===== config.mk =====
export PLATFORM = sky130hd
export DESIGN_NAME = run_sequencer
export DESIGN_NICKNAME = d
export VERILOG_FILES = /design/src/rtl/run_sequencer.sv
export SDC_FILE = /design/constraint.sdc
export NUM_CORES = 1
export LEC_CHECK = 0
export ABC_AREA = 1
export CAP_MARGIN = 20
export CORE_AREA = 4 4 72 74
export DETAILED_ROUTE_END_ITERATION = 7
export DIE_AREA = 0 0 76 78
export PLACE_DENSITY_LB_ADDON = 0.25
export SLEW_MARGIN = 20
export SYNTH_ARGS = -nofsm -noshare
export SYNTH_HDL_FRONTEND = slang
export SYNTH_SLANG_ARGS = --single-unit

===== constraint.sdc =====
create_clock -name clk -period 3.3 [get_ports clk]
set_input_delay 0.495 -clock clk [delete_from_list [all_inputs] [get_ports clk]]
set_output_delay 0.495 -clock clk [all_outputs]
set_load 0.01 [all_outputs]

===== src/rtl/run_sequencer.sv =====
// Test-run sequencer for a small processor: resets it, optionally preloads its
// data memory from a byte stream, starts it and times the run until done or budget exhausted.
module run_sequencer #(
   parameter int unsigned RST_CYC = 2,
   parameter logic [15:0] MAX_CYC = 16'd4000
) (
   input  logic        clk,
   input  logic        reset,
   input  logic        start,
   input  logic        skip_load,
   input  logic        load_valid,
   input  logic        load_last,
   input  logic [7:0]  load_addr,
   input  logic [7:0]  load_data,
   output logic        load_ready,
   output logic        mem_we,
   output logic [7:0]  mem_addr,
   output logic [7:0]  mem_wdata,
   output logic        dut_reset,
   output logic        dut_req,
   input  logic        dut_done,
   output logic        busy,
   output logic        finished,
   output logic        timeout,
   output logic [15:0] cycle_count
);

   localparam logic [2:0] S_IDLE = 3'd0;
   localparam logic [2:0] S_RST  = 3'd1;
   localparam logic [2:0] S_LOAD = 3'd2;
   localparam logic [2:0] S_REQ  = 3'd3;
   localparam logic [2:0] S_RUN  = 3'd4;
   localparam logic [2:0] S_FIN  = 3'd5;
   localparam logic [2:0] S_TO   = 3'd6;

   localparam logic [3:0] RST_LAST = 4'(RST_CYC - 1);

   logic [2:0]  state_q, state_d;
   logic [3:0]  rcnt_q, rcnt_d;
   logic [15:0] cnt_q, cnt_d;
   logic        skip_q, skip_d;
   logic        load_ready_q, dut_req_q, mem_we_q;
   logic [7:0]  mem_addr_q, mem_wdata_q;
   logic        xfer;

   assign xfer = (state_q == S_LOAD) && load_valid && load_ready_q;

   always_comb begin
      state_d = state_q;
      rcnt_d  = rcnt_q;
      cnt_d   = cnt_q;
      skip_d  = skip_q;
      case (state_q)
         S_IDLE, S_FIN, S_TO: begin
            if (start) begin
               state_d = S_RST;
               rcnt_d  = '0;
               cnt_d   = '0;
               skip_d  = skip_load;
            end
         end
         S_RST: begin
            if (rcnt_q == RST_LAST) state_d = skip_q ? S_REQ : S_LOAD;
            else                    rcnt_d  = rcnt_q + 4'd1;
         end
         S_LOAD: begin
            if (xfer && load_last) state_d = S_REQ;
         end
         S_REQ: state_d = S_RUN;
         S_RUN: begin
            // done wins over a budget expiring in the same cycle
            if (dut_done) state_d = S_FIN;
            else begin
               cnt_d = cnt_q + 16'd1;
               if (cnt_q == MAX_CYC - 16'd1) state_d = S_TO;
            end
         end
         default: state_d = S_IDLE;
      endcase
   end

   always_ff @(posedge clk or posedge reset) begin
      if (reset) begin
         state_q      <= S_IDLE;
         rcnt_q       <= '0;
         cnt_q        <= '0;
         skip_q       <= 1'b0;
         load_ready_q <= 1'b0;
         dut_req_q    <= 1'b0;
         mem_we_q     <= 1'b0;
         mem_addr_q   <= '0;
         mem_wdata_q  <= '0;
      end else begin
         state_q      <= state_d;
         rcnt_q       <= rcnt_d;
         cnt_q        <= cnt_d;
         skip_q       <= skip_d;
         // registered decodes of the next state keep these glitch-free and
         // free of any path from load_valid
         load_ready_q <= (state_d == S_LOAD);
         dut_req_q    <= (state_d == S_REQ);
         mem_we_q     <= xfer;
         if (xfer) begin
            mem_addr_q  <= load_addr;
            mem_wdata_q <= load_data;
         end
      end
   end

   assign load_ready  = load_ready_q;
   assign dut_req     = dut_req_q;
   assign mem_we      = mem_we_q;
   assign mem_addr    = mem_addr_q;
   assign mem_wdata   = mem_wdata_q;
   assign dut_reset   = reset || (state_q == S_RST);
   assign busy        = !((state_q == S_IDLE) || (state_q == S_FIN) || (state_q == S_TO));
   assign finished    = (state_q == S_FIN);
   assign timeout     = (state_q == S_TO);
   assign cycle_count = cnt_q;

endmodule


==> out/qor.tcl, run 1 <==
set qor(run_status) {finished clean}
set qor(critical_path.top_delay_family) {buffers and inverters}
set qor(placement_rows) 25
set qor(async_flop_share) 1.00
set qor(synth_sequential_area_ratio) 0.467
set qor(finalHoldViolations) 0
set qor(detailed_place_hpwl_microns) 3950
set qor(number_of_different_library_cells_in_the_post_synthesis_netlist) 29
set qor(setup-violations-final) 0
set qor(cp_slowest_stage_delay_ps) 530
set qor(startpoint_type) {register}
set qor(floorplan.core_area_sq_mm) 0.00460
set qor(cts_post_setup_buffers_inserted) 0
set qor(drt_first_iter_violations) 71
set qor(timing.hold.worst.start) {mem_addr[1]}
set qor(post_synth_xor_area_fraction) 0.00380
set qor(power-per-cell-area_mw_per_mm2) 580
set qor(dominantRegCellSynth) {sky130_fd_sc_hd__dfrtp_1}
set qor(p_leak_uw) 0.00151
set qor(ys.warnings.count) 0
set qor(synth_top_cells_by_area) {sky130_fd_sc_hd__dfrtp_1, sky130_fd_sc_hd__nand2_1, sky130_fd_sc_hd__inv_1}
set qor(critical_path_arrival_ps) 1790
set qor(worst_hold_depth) 2
set qor(die_area_sq_mm) 0.00593
set qor(h_tree_level_count) 2
set qor(post_cts_resize_count) 0
set qor(timing.hold.worst.class) {reg -> reg}
set qor(buffer_cell_driving_the_clock_tree_root) {sky130_fd_sc_hd__clkbuf_8}
set qor(drt-met1-wl_microns) 2430
set qor(number_of_fill_cells) 401
set qor(grt_antenna_before_repair) 0
set qor(critical_path.endpoint_type) {primary output}
set qor(vias_per_cell) 5.14
set qor(cp_max_fo) 6
set qor(port-buffer-count) 61
set qor(synth.area.mux_share) 0
set qor(start_util) 0.501
set qor(synth-seq-cells) 43
set qor(synth_enable_flop_cells) 0
set qor(grt_remaining_overflow) 0
set qor(timing.critical_path.required_ps) 2800
set qor(layout-area-overhead-vs-synth_pct) 31.8
set qor(max-clock-path-buffers) 2
set qor(die_width_microns) 76
set qor(fin_crit_ps) 2280
set qor(post_detailed_route_count_of_antenna_violating_nets) 0
set qor(crit_path_frequent_cell) {sky130_fd_sc_hd__inv_1}
set qor(r2r_setup_slack_ps) 1370
set qor(cts_tree) {done}
set qor(setup-tns-final_ps) 0
set qor(grt_start_max_net_pins) 44
set qor(worst-setup-path-type) {reg -> out}
set qor(die_h_microns) 78
set qor(route.vias.total) 2196
set qor(fraction_of_final_layout_cells_with_drive_strength_greater_than_1) 0.0670
set qor(drc) 0
set qor(global_route_wire_length_before_repair_microns) 9370
set qor(slew_headroom) 0.592
set qor(critical_path.cell_chain) {inv_1, nor3_4, inv_1, nand2_1, clkdlybuf4s50_1}
set qor(clkLatencyLatePin_ps) 300
set qor(synth.cells.most_frequent) {sky130_fd_sc_hd__nand2_1, sky130_fd_sc_hd__dfrtp_1, sky130_fd_sc_hd__inv_1, sky130_fd_sc_hd__nand3_1, sky130_fd_sc_hd__nor2_1}
set qor(period_share) 0.692
set qor(number_of_hold_buffers_added_after_cts) 0
set qor(post_synthesis_net_count) 334
set qor(router_iterations_before_antenna_repair) 4
set qor(synth_top_area_cell) {sky130_fd_sc_hd__dfrtp_1}
set qor(route.met3.wl_microns) 299
set qor(timing.clock.skew_ps) 2.59
set qor(clock.fmax_mhz) 438
set qor(hold_path_end) {mem_addr[1]}
set qor(antenna_cells) 0
set qor(post-place-cells) 419
set qor(synth_top_cell_area_share) 0.467
set qor(maxUsedRoutingLayer) {met4}
set qor(pin_count) 62
set qor(wl_per_cell_microns) 12.7
set qor(critical_path.reg2reg.startpoint) {state_q[1]}
set qor(area_share_of_and_or_nand_nor_cells_after_synthesis) 0.356
set qor(finalMaxSlewViolations) 0
set qor(synth_top_family_by_area) {simple AND/OR/NAND/NOR gates}
set qor(vdd_ir_drop_max_mv) 0.362
set qor(slowest_stage) {sky130_fd_sc_hd__clkdlybuf4s50_1}
set qor(routabilityCongestion) 0.867
set qor(gr-usage-all-layers) 0.196
set qor(drv.max_cap_violation_count) 0
set qor(worstRegToRegCells) 8
set qor(totalWireLength_microns) 5410
set qor(syn_area_sq_mm) 0.00230
set qor(clk_sink_count) 43
set qor(dr_wl_met2_microns) 2560
set qor(grt_setup_unrepaired) {false}
set qor(dominant_cell_by_count_in_the_synthesized_netlist) {sky130_fd_sc_hd__nand2_1}
set qor(layout.cells.non_filler) 427
set qor(clock_transition_at_the_registers_of_the_reported_paths_ps) 80
set qor(tritoncts.num_buffers) 5
set qor(worstReg2RegEnd) {cycle_count[12]}
set qor(synth_adder_area_share) 0.0163
set qor(worst-slew-pin-transition_ps) 607
set qor(synth_area_per_cell_sq_um) 7.48
set qor(cp.buffers_inverters) 3
set qor(num-nets-final) 398
set qor(synth_compound_gate_area_share) 0.0733
set qor(netlist_instances) 308
set qor(via_count_of_the_first_global_routing_pass) 2035
==> metrics by stage <==
stage	util	power (uW)	cell area (sq um)	hold slack (ps)	setup slack, ps
floorplan	-	1150	2300	444	1150
global placement	0.642	1430	2950	452	1230
detailed placement	0.642	1450	2950	458	1230
CTS	0.661	1790	3040	479	992
global route	0.661	1900	3040	494	846
finish	0.661	1760	3040	477	1020
==> layer usage <==
layer,track usage,up-vias
met3,0.0510,11
li1,-,1098
met5,0,-
met4,0.0836,0
met1,0.251,1023
met2,0.313,64
==> flip-flops by register name, summed over array words and instances, names as in the netlist <==
register,count
cycle_count,16
dut_req,1
load_ready,1
mem_addr,8
mem_wdata,8
mem_we,1
rcnt_q,4
skip_q,1
state_q,3
==> worst max-delay path by stage <==
stage	startpoint	end	slack, ps	cells past startpoint
floorplan	reset	dut_reset	1150	2
global placement	reset	dut_reset	1230	4
detailed placement	reset	dut_reset	1230	4
CTS	state_q[2]	dut_reset	990	4
global route	state_q[0]	dut_reset	850	5
finish	state_q[0]	dut_reset	1020	5
==> cell usage in the layout, fill, tap and decap left out, types with 3 or more instances in the layout <==
cell / count
sky130_fd_sc_hd__inv_2: 3
sky130_fd_sc_hd__clkbuf_8: 5
sky130_fd_sc_hd__dfrtp_1: 43
sky130_fd_sc_hd__ha_1: 3
sky130_fd_sc_hd__nand2_1: 121
sky130_fd_sc_hd__nor2_1: 20
sky130_fd_sc_hd__o21ai_0: 13
sky130_fd_sc_hd__clkdlybuf4s50_1: 61
sky130_fd_sc_hd__a21oi_1: 4
sky130_fd_sc_hd__o21bai_1: 4
sky130_fd_sc_hd__inv_1: 37
sky130_fd_sc_hd__nand4_1: 10
sky130_fd_sc_hd__nand3_1: 23
==> where the power goes <==
group,internal (uW),switching [uW]
registers,644,95.5
clock network,148,186
logic,315,373
==> worst reg2reg max path: stages, from the launching register on <==
cell                      delay [ps]
sky130_fd_sc_hd__dfrtp_1         490
sky130_fd_sc_hd__nor2_2          150
sky130_fd_sc_hd__nand2_1         100
sky130_fd_sc_hd__inv_1           350
sky130_fd_sc_hd__nand2_1         250
sky130_fd_sc_hd__nand2_4         230
sky130_fd_sc_hd__inv_4           110
sky130_fd_sc_hd__nand2_1          70
sky130_fd_sc_hd__o21ai_0          80
==> layout make-up <==
type	instances	area, sq um	area share
multi-input cells	219	1030	0.341
repair buffers	62	618	0.203
clock buffers	6	72.6	0.0239
clock inverters	2	12.5	0.00412
well taps	54	67.6	0.0222
inverters	41	156	0.0515
flip-flops and latches	43	1080	0.354
==> cells by family (layout without fill, tap and decap cells) <==
group,count (synthesis),in the layout
compound gates,28,28
flops,43,43
fa+ha+maj,3,3
xor+xnor,1,1
buf+inv,46,111
simple gates,187,187
No activity file was read; power rests on OpenSTA's default activity.
==> inputs of run 2 (changes only) <==
--- a/config.mk
+++ b/config.mk
@@ -7,9 +7,9 @@
 export LEC_CHECK = 0
 export ABC_AREA = 1
 export CAP_MARGIN = 20
-export CORE_AREA = 4 4 72 74
+export CORE_AREA = 4 4 75 77
 export DETAILED_ROUTE_END_ITERATION = 7
-export DIE_AREA = 0 0 76 78
+export DIE_AREA = 0 0 79 81
 export PLACE_DENSITY_LB_ADDON = 0.25
 export SLEW_MARGIN = 20
 export SYNTH_ARGS = -nofsm -noshare
==> constraint.sdc (replaced) <==
create_clock -name clk -period 2.3 [get_ports clk]
set_input_delay 0.345 -clock clk [delete_from_list [all_inputs] [get_ports clk]]
set_output_delay 0.345 -clock clk [all_outputs]
set_load 0.01 [all_outputs]
==> run 2 against run 1 <==
Against the previous run:
- combinational power grew 45%
- total power increased by 49%
- non-clock buffer count rose by 2
- critical endpoint unchanged
- largest cell class unchanged
==> out/qor.tcl, run 2 (same netlist as run 1, synthesis figures left out) <==
set qor(run_status) {finished clean}
set qor(post_detailed_route_count_of_antenna_violating_nets) 0 ;# unchanged
set qor(post-route-util) 0.617 ;# -0.0438
set qor(totalWireLength_microns) 5210 ;# -3.7%
set qor(slew_headroom) 0.631 ;# +0.0392
set qor(max-clock-path-buffers) 2 ;# unchanged
set qor(finalHoldViolations) 0 ;# unchanged
set qor(grt_antenna_before_repair) 0 ;# unchanged
set qor(h_tree_level_count) 2 ;# unchanged
set qor(via_count_of_the_first_global_routing_pass) 2044 ;# +0.44%
set qor(setup-violations-final) 0 ;# unchanged
set qor(startpoint_type) {register}
set qor(wl_per_cell_microns) 11.7 ;# -7.3%
set qor(die_width_microns) 79 ;# +3.9%
set qor(setup-tns-final_ps) 0 ;# unchanged
set qor(post_cts_resize_count) 0 ;# unchanged
set qor(clock.fmax_mhz) 471
set qor(drt_first_iter_violations) 128 ;# +80%
set qor(clk_sink_count) 43 ;# unchanged
set qor(final_common_cell) {sky130_fd_sc_hd__nand2_1}
set qor(worst-slew-pin-transition_ps) 549 ;# -58.4 ps
set qor(cp_max_fo) 7 ;# +1
set qor(tritoncts.num_buffers) 5 ;# unchanged
set qor(finalMaxSlewViolations) 0 ;# unchanged
set qor(fraction_of_final_layout_cells_with_drive_strength_greater_than_1) 0.0695 ;# +0.00249
set qor(timing.critical_path.required_ps) 1960 ;# -840 ps
set qor(router_iterations_before_antenna_repair) 6 ;# +2
set qor(layout.cells.most_common_list) {sky130_fd_sc_hd__nand2_1, sky130_fd_sc_hd__clkdlybuf4s50_1, sky130_fd_sc_hd__dfrtp_1, sky130_fd_sc_hd__inv_1, sky130_fd_sc_hd__nand3_1}
set qor(placement_rows) 26 ;# +4.0%
set qor(layout-area-overhead-vs-synth_pct) 34.1
set qor(port-buffer-count) 61 ;# unchanged
set qor(critical_path_arrival_ps) 1780 ;# about the same
set qor(layout.cells.non_filler) 444 ;# +4.0%
set qor(vdd_ir_drop_max_mv) 0.507 ;# +40%
set qor(power-per-cell-area_mw_per_mm2) 846 ;# +46%
set qor(pin_count) 62 ;# unchanged
set qor(grt_start_max_net_pins) 44 ;# unchanged
set qor(antenna_cells) 0 ;# unchanged
set qor(number_of_hold_buffers_added_after_cts) 0 ;# unchanged
set qor(post-place-cells) 437 ;# +4.3%
set qor(die_h_microns) 81 ;# +3.8%
set qor(period_share) 0.923
set qor(drv.max_cap_violation_count) 0 ;# unchanged
set qor(buffer_cell_driving_the_clock_tree_root) {sky130_fd_sc_hd__clkbuf_8}
set qor(clkLatencyLatePin_ps) 290 ;# about the same
set qor(worst-setup-path-type) {reg -> out}
set qor(timing.clock.skew_ps) 4.16 ;# +1.57 ps
set qor(clock_transition_at_the_registers_of_the_reported_paths_ps) 80 ;# about the same
set qor(grt_remaining_overflow) 0 ;# unchanged
set qor(cts_tree) {done}
set qor(floorplan.core_area_sq_mm) 0.00501 ;# +9.0%
set qor(post-route-cell-area_sq_mm) 0.00309 ;# +1.7%
set qor(largest_reg_flops) 16 ;# unchanged
set qor(num-nets-final) 400 ;# +0.50%
set qor(route.vias.total) 2129 ;# -3.1%
set qor(number_of_fill_cells) 476 ;# +19%
set qor(cts_post_setup_buffers_inserted) 0 ;# unchanged
set qor(timing.hold.worst.class) {reg -> reg}
set qor(routabilityCongestion) 0.889 ;# +2.6%
set qor(start_util) 0.460 ;# -0.0412
set qor(p_leak_uw) 0.00152 ;# +1.1%
set qor(grt_setup_unrepaired) {false}
set qor(fin_crit_ps) 2120
set qor(drc) 0 ;# unchanged
set qor(gr-usage-all-layers) 0.180 ;# -0.0159
set qor(post_dp_cell_area_sq_mm) 0.00299 ;# +1.2%
set qor(die_area_sq_mm) 0.00640 ;# +7.9%
set qor(critical_path.endpoint_type) {primary output}
set qor(vias_per_cell) 4.80 ;# -6.8%
set qor(global_route_wire_length_before_repair_microns) 9160 ;# -2.3%
set qor(detailed_place_hpwl_microns) 3950 ;# about the same
## run 2: final timing paths
path                                 from              to  slack [ps]  cells after the start
hold / removal                mem_addr[6]     mem_addr[6]         470                      2
min in group asynchronous           reset    mem_wdata[5]         540                      3
setup reg to reg           cycle_count[1]  cycle_count[6]         610                      6
hold reg to reg               mem_addr[6]     mem_addr[6]         470                      2
setup / recovery               state_q[2]       dut_reset         180                      4
max in group asynchronous           reset  cycle_count[5]        1390                      3
## run 2: power breakdown
part           switching (uW)  internal [uW]
sequential                131            924
combinational             542            456
clock                     244            318
total                     918           1700
## run 2: metrics by stage
step	hold slack [ps]	total power [uW]	setup WS, ps
after global placement	452	2060	381
after detailed placement	458	2080	390
final	473	2620	178
after global routing	493	2830	44.7
after floorplan	444	1650	454
after CTS	477	2650	147
## run 2: per-layer routing
metal  global-route usage  vias to the layer above  part of all wire
li1                     -                     1096                 -
met1                0.222                      967              0.44
met2                0.311                       60              0.48
met3               0.0510                        6             0.069
met4               0.0498                        0             0.011
met5                    0                        -                 0
## run 2: cell type report
cell class                      count  area, sq um  share of cell area
Inverter                           41          156              0.0506
Clock buffer                        6         72.6              0.0235
Tap cell                           70         87.6              0.0283
Sequential cell                    43         1080               0.348
Clock inverter                      1         30.0             0.00972
Timing Repair Buffer               64          633               0.205
Multi-Input combinational cell    219         1030               0.335
## run 2: worst max-delay path, cell delays in order, from the launching register on
cell	delay, ps
sky130_fd_sc_hd__dfrtp_1	480
sky130_fd_sc_hd__nor3_4	320
sky130_fd_sc_hd__inv_1	80
sky130_fd_sc_hd__nand2_1	80
sky130_fd_sc_hd__clkdlybuf4s50_1	530
==> inputs of run 3 (changes only) <==
--- a/config.mk
+++ b/config.mk
@@ -7,9 +7,9 @@
 export LEC_CHECK = 0
 export ABC_AREA = 1
 export CAP_MARGIN = 20
-export CORE_AREA = 4 4 75 77
+export CORE_AREA = 4 4 67 85
 export DETAILED_ROUTE_END_ITERATION = 7
-export DIE_AREA = 0 0 79 81
+export DIE_AREA = 0 0 71 89
 export PLACE_DENSITY_LB_ADDON = 0.25
 export SLEW_MARGIN = 20
 export SYNTH_ARGS = -nofsm -noshare
==> run 3 against run 2 <==
Against the previous run:
- design area grew 0.28%
- global-route usage grew 1.1 points
- critical path type unchanged
- routed wire length is 8.7% higher
- critical path depth unchanged
- first-iteration DRC count fell by 51%
- highest routed layer unchanged
- non-clock buffer count unchanged
- via count up 1.2%
- clock-buffer cell count stayed put
- critical endpoint unchanged
==> out/qor.tcl, run 3 (same netlist as run 1, synthesis figures left out) <==
set qor(run_status) {finished clean}
set qor(post-place-cells) 429 ;# -1.8%
set qor(vias_per_cell) 4.93 ;# +2.8%
set qor(post_cts_resize_count) 0 ;# unchanged
set qor(net-switching-power_uw) 965 ;# +5.2%
set qor(die_area_sq_mm) 0.00632 ;# -1.3%
set qor(cts_post_setup_buffers_inserted) 0 ;# unchanged
set qor(totalPowerFinal_uw) 2700 ;# +3.4%
set qor(worstRegToRegCells) 6 ;# unchanged
set qor(timing.clock.skew_ps) 9.30 ;# +5.15 ps
set qor(h_tree_level_count) 2 ;# unchanged
set qor(placement_rows) 29 ;# +12%
set qor(period_share) 0.940 ;# +0.0172
set qor(router_iterations_before_antenna_repair) 4 ;# -2
set qor(die_h_microns) 89 ;# +9.9%
set qor(num-nets-final) 400 ;# unchanged
set qor(finalHoldViolations) 0 ;# unchanged
set qor(clock.fmax_mhz) 463 ;# -1.8%
set qor(r2r_setup_slack_ps) 560 ;# -50 ps
set qor(grt_antenna_before_repair) 0 ;# unchanged
set qor(internal-power_uw) 1740 ;# +2.4%
set qor(largest_reg_flops) 16 ;# unchanged
set qor(totalWireLength_microns) 5660 ;# +8.7%
set qor(number_of_fill_cells) 448 ;# -5.9%
set qor(grt_setup_unrepaired) {false}
set qor(sequential_cell_area_sq_mm) 0.00108 ;# unchanged
set qor(layout.cells.most_common_list) {sky130_fd_sc_hd__nand2_1, sky130_fd_sc_hd__clkdlybuf4s50_1, sky130_fd_sc_hd__dfrtp_1, sky130_fd_sc_hd__inv_1, sky130_fd_sc_hd__nand3_1}
set qor(final.setup.worst_slack_ps) 139 ;# -39.6 ps
set qor(cp_max_fo) 7 ;# unchanged
set qor(clk_sink_count) 43 ;# unchanged
set qor(start_util) 0.467 ;# +0.00700
set qor(critical_path_arrival_ps) 1820 ;# +40 ps
set qor(route.vias.total) 2154 ;# +1.2%
set qor(tritoncts.num_buffers) 5 ;# unchanged
set qor(pwr-share-seq) 0.391 ;# -0.012
set qor(layout.cells.non_filler) 437 ;# -1.6%
set qor(grt_start_max_net_pins) 44 ;# unchanged
set qor(timing.critical_path.required_ps) 1960 ;# about the same
set qor(setup-violations-final) 0 ;# unchanged
set qor(share_clk_of_total_power) 0.232 ;# +0.017
set qor(cts_tree) {done}
set qor(number_of_hold_buffers_added_after_cts) 0 ;# unchanged
set qor(multi_input_comb_area_sq_mm) 0.00103 ;# unchanged
set qor(clock_transition_at_the_registers_of_the_reported_paths_ps) 80 ;# about the same
set qor(final_common_cell) {sky130_fd_sc_hd__nand2_1}
set qor(timing.hold.worst.start) {mem_addr[5]}
set qor(p_leak_uw) 0.00154 ;# +0.94%
set qor(buffer_cell_driving_the_clock_tree_root) {sky130_fd_sc_hd__clkbuf_8}
set qor(pin_count) 62 ;# unchanged
set qor(max-clock-path-buffers) 2 ;# unchanged
set qor(vdd_ir_drop_max_mv) 0.490 ;# -3.3%
set qor(fraction_of_final_layout_cells_with_drive_strength_greater_than_1) 0.0747 ;# +0.00515
set qor(grt_remaining_overflow) 0 ;# unchanged
set qor(floorplan.core_area_sq_mm) 0.00493 ;# -1.5%
set qor(finalMaxSlewViolations) 0 ;# unchanged
set qor(detailedPlace.worstSlack_ps) 479 ;# +88.4 ps
set qor(drt_first_iter_violations) 63 ;# -51%
set qor(gr-usage-all-layers) 0.191 ;# +0.0110
set qor(critical_path.reg2reg.startpoint) {cycle_count[1]}
set qor(fin_crit_ps) 2160 ;# +39.6 ps
set qor(hold_path_end) {mem_addr[5]}
set qor(layout-area-overhead-vs-synth_pct) 34.5
set qor(switching_share) 0.357 ;# +0.00614
set qor(drv.max_cap_violation_count) 0 ;# unchanged
set qor(global_route_wire_length_before_repair_microns) 9560 ;# +4.4%
set qor(slew_headroom) 0.552 ;# -0.0797
set qor(clkLatencyLatePin_ps) 300 ;# about the same
set qor(drc) 0 ;# unchanged
set qor(detailed_place_hpwl_microns) 4200 ;# +6.3%
set qor(timing.hold.worst.class) {reg -> reg}
set qor(critical_path.endpoint_type) {primary output}
set qor(port-buffer-count) 61 ;# unchanged
set qor(power-per-cell-area_mw_per_mm2) 872 ;# +3.1%
set qor(post-route-util) 0.628 ;# +0.0112
set qor(worst_hold_depth) 2 ;# unchanged
set qor(wl_per_cell_microns) 13.0 ;# +10%
set qor(setup-tns-final_ps) 0 ;# unchanged
set qor(startpoint_type) {register}
set qor(power.combinational.fraction) 0.377 ;# -0.005
set qor(worst-setup-path-type) {reg -> out}
set qor(routabilityCongestion) 0.860 ;# -3.4%
set qor(post_detailed_route_count_of_antenna_violating_nets) 0 ;# unchanged
set qor(via_count_of_the_first_global_routing_pass) 2044 ;# unchanged
set qor(antenna_cells) 0 ;# unchanged
set qor(worst-slew-pin-transition_ps) 667 ;# +119 ps
set qor(die_width_microns) 71 ;# -10%
set qor(worstReg2RegEnd) {cycle_count[6]}
## run 3: area by class of cell
cell class | instances | area share
clock buffers | 6 | 0.0266
clock inverters | 2 | 0.0125
inverters | 41 | 0.0505
multi-input cells | 219 | 0.334
repair buffers | 64 | 0.204
flip-flops and latches | 43 | 0.347
well taps | 62 | 0.0250
## run 3: power by group through the flow
stage               clock network [uW]  logic, uW  registers (uW)
detailed placement                   0       1030            1070
finish                             627       1020            1060
CTS                                647       1040            1060
global placement                     0       1010            1060
floorplan                            0        549            1110
global route                       683       1120            1080
## run 3: routing by layer
layer  share of wire  global-route usage  vias up
met1            0.43               0.241      992
met2            0.51               0.329       58
met4           0.011              0.0667        0
met3           0.046              0.0382        4
li1                -                   -     1100
met5               0                   0        -
## run 3: worst max path at each step
| stage | end | cells past startpoint | slack [ps] | start |
|---|---|---|---|---|
| 2_1_floorplan | dut_reset | 2 | 450 | reset |
| 3_3_place_gp | dut_reset | 4 | 520 | reset |
| 3_5_place_dp | dut_reset | 4 | 480 | state_q[2] |
| 4_1_cts | dut_reset | 4 | 140 | state_q[2] |
| 5_1_grt | dut_reset | 4 | 70 | state_q[2] |
| 6_report | dut_reset | 4 | 140 | state_q[2] |
## run 3: worst max-delay path, cell delays in order (launching register included)
cell and delay [ps]:
sky130_fd_sc_hd__dfrtp_1 490, sky130_fd_sc_hd__nor3_4 340, sky130_fd_sc_hd__inv_1 90, sky130_fd_sc_hd__nand2_1 70
sky130_fd_sc_hd__clkdlybuf4s50_1 520
## run 3: through the flow
stage | cell area [sq um] | hold WS, ps
after floorplan | 2300 | 444
after global placement | 2980 | 454
after detailed placement | 2980 | 458
after CTS | 3100 | 480
after global routing | 3100 | 511
final | 3100 | 475
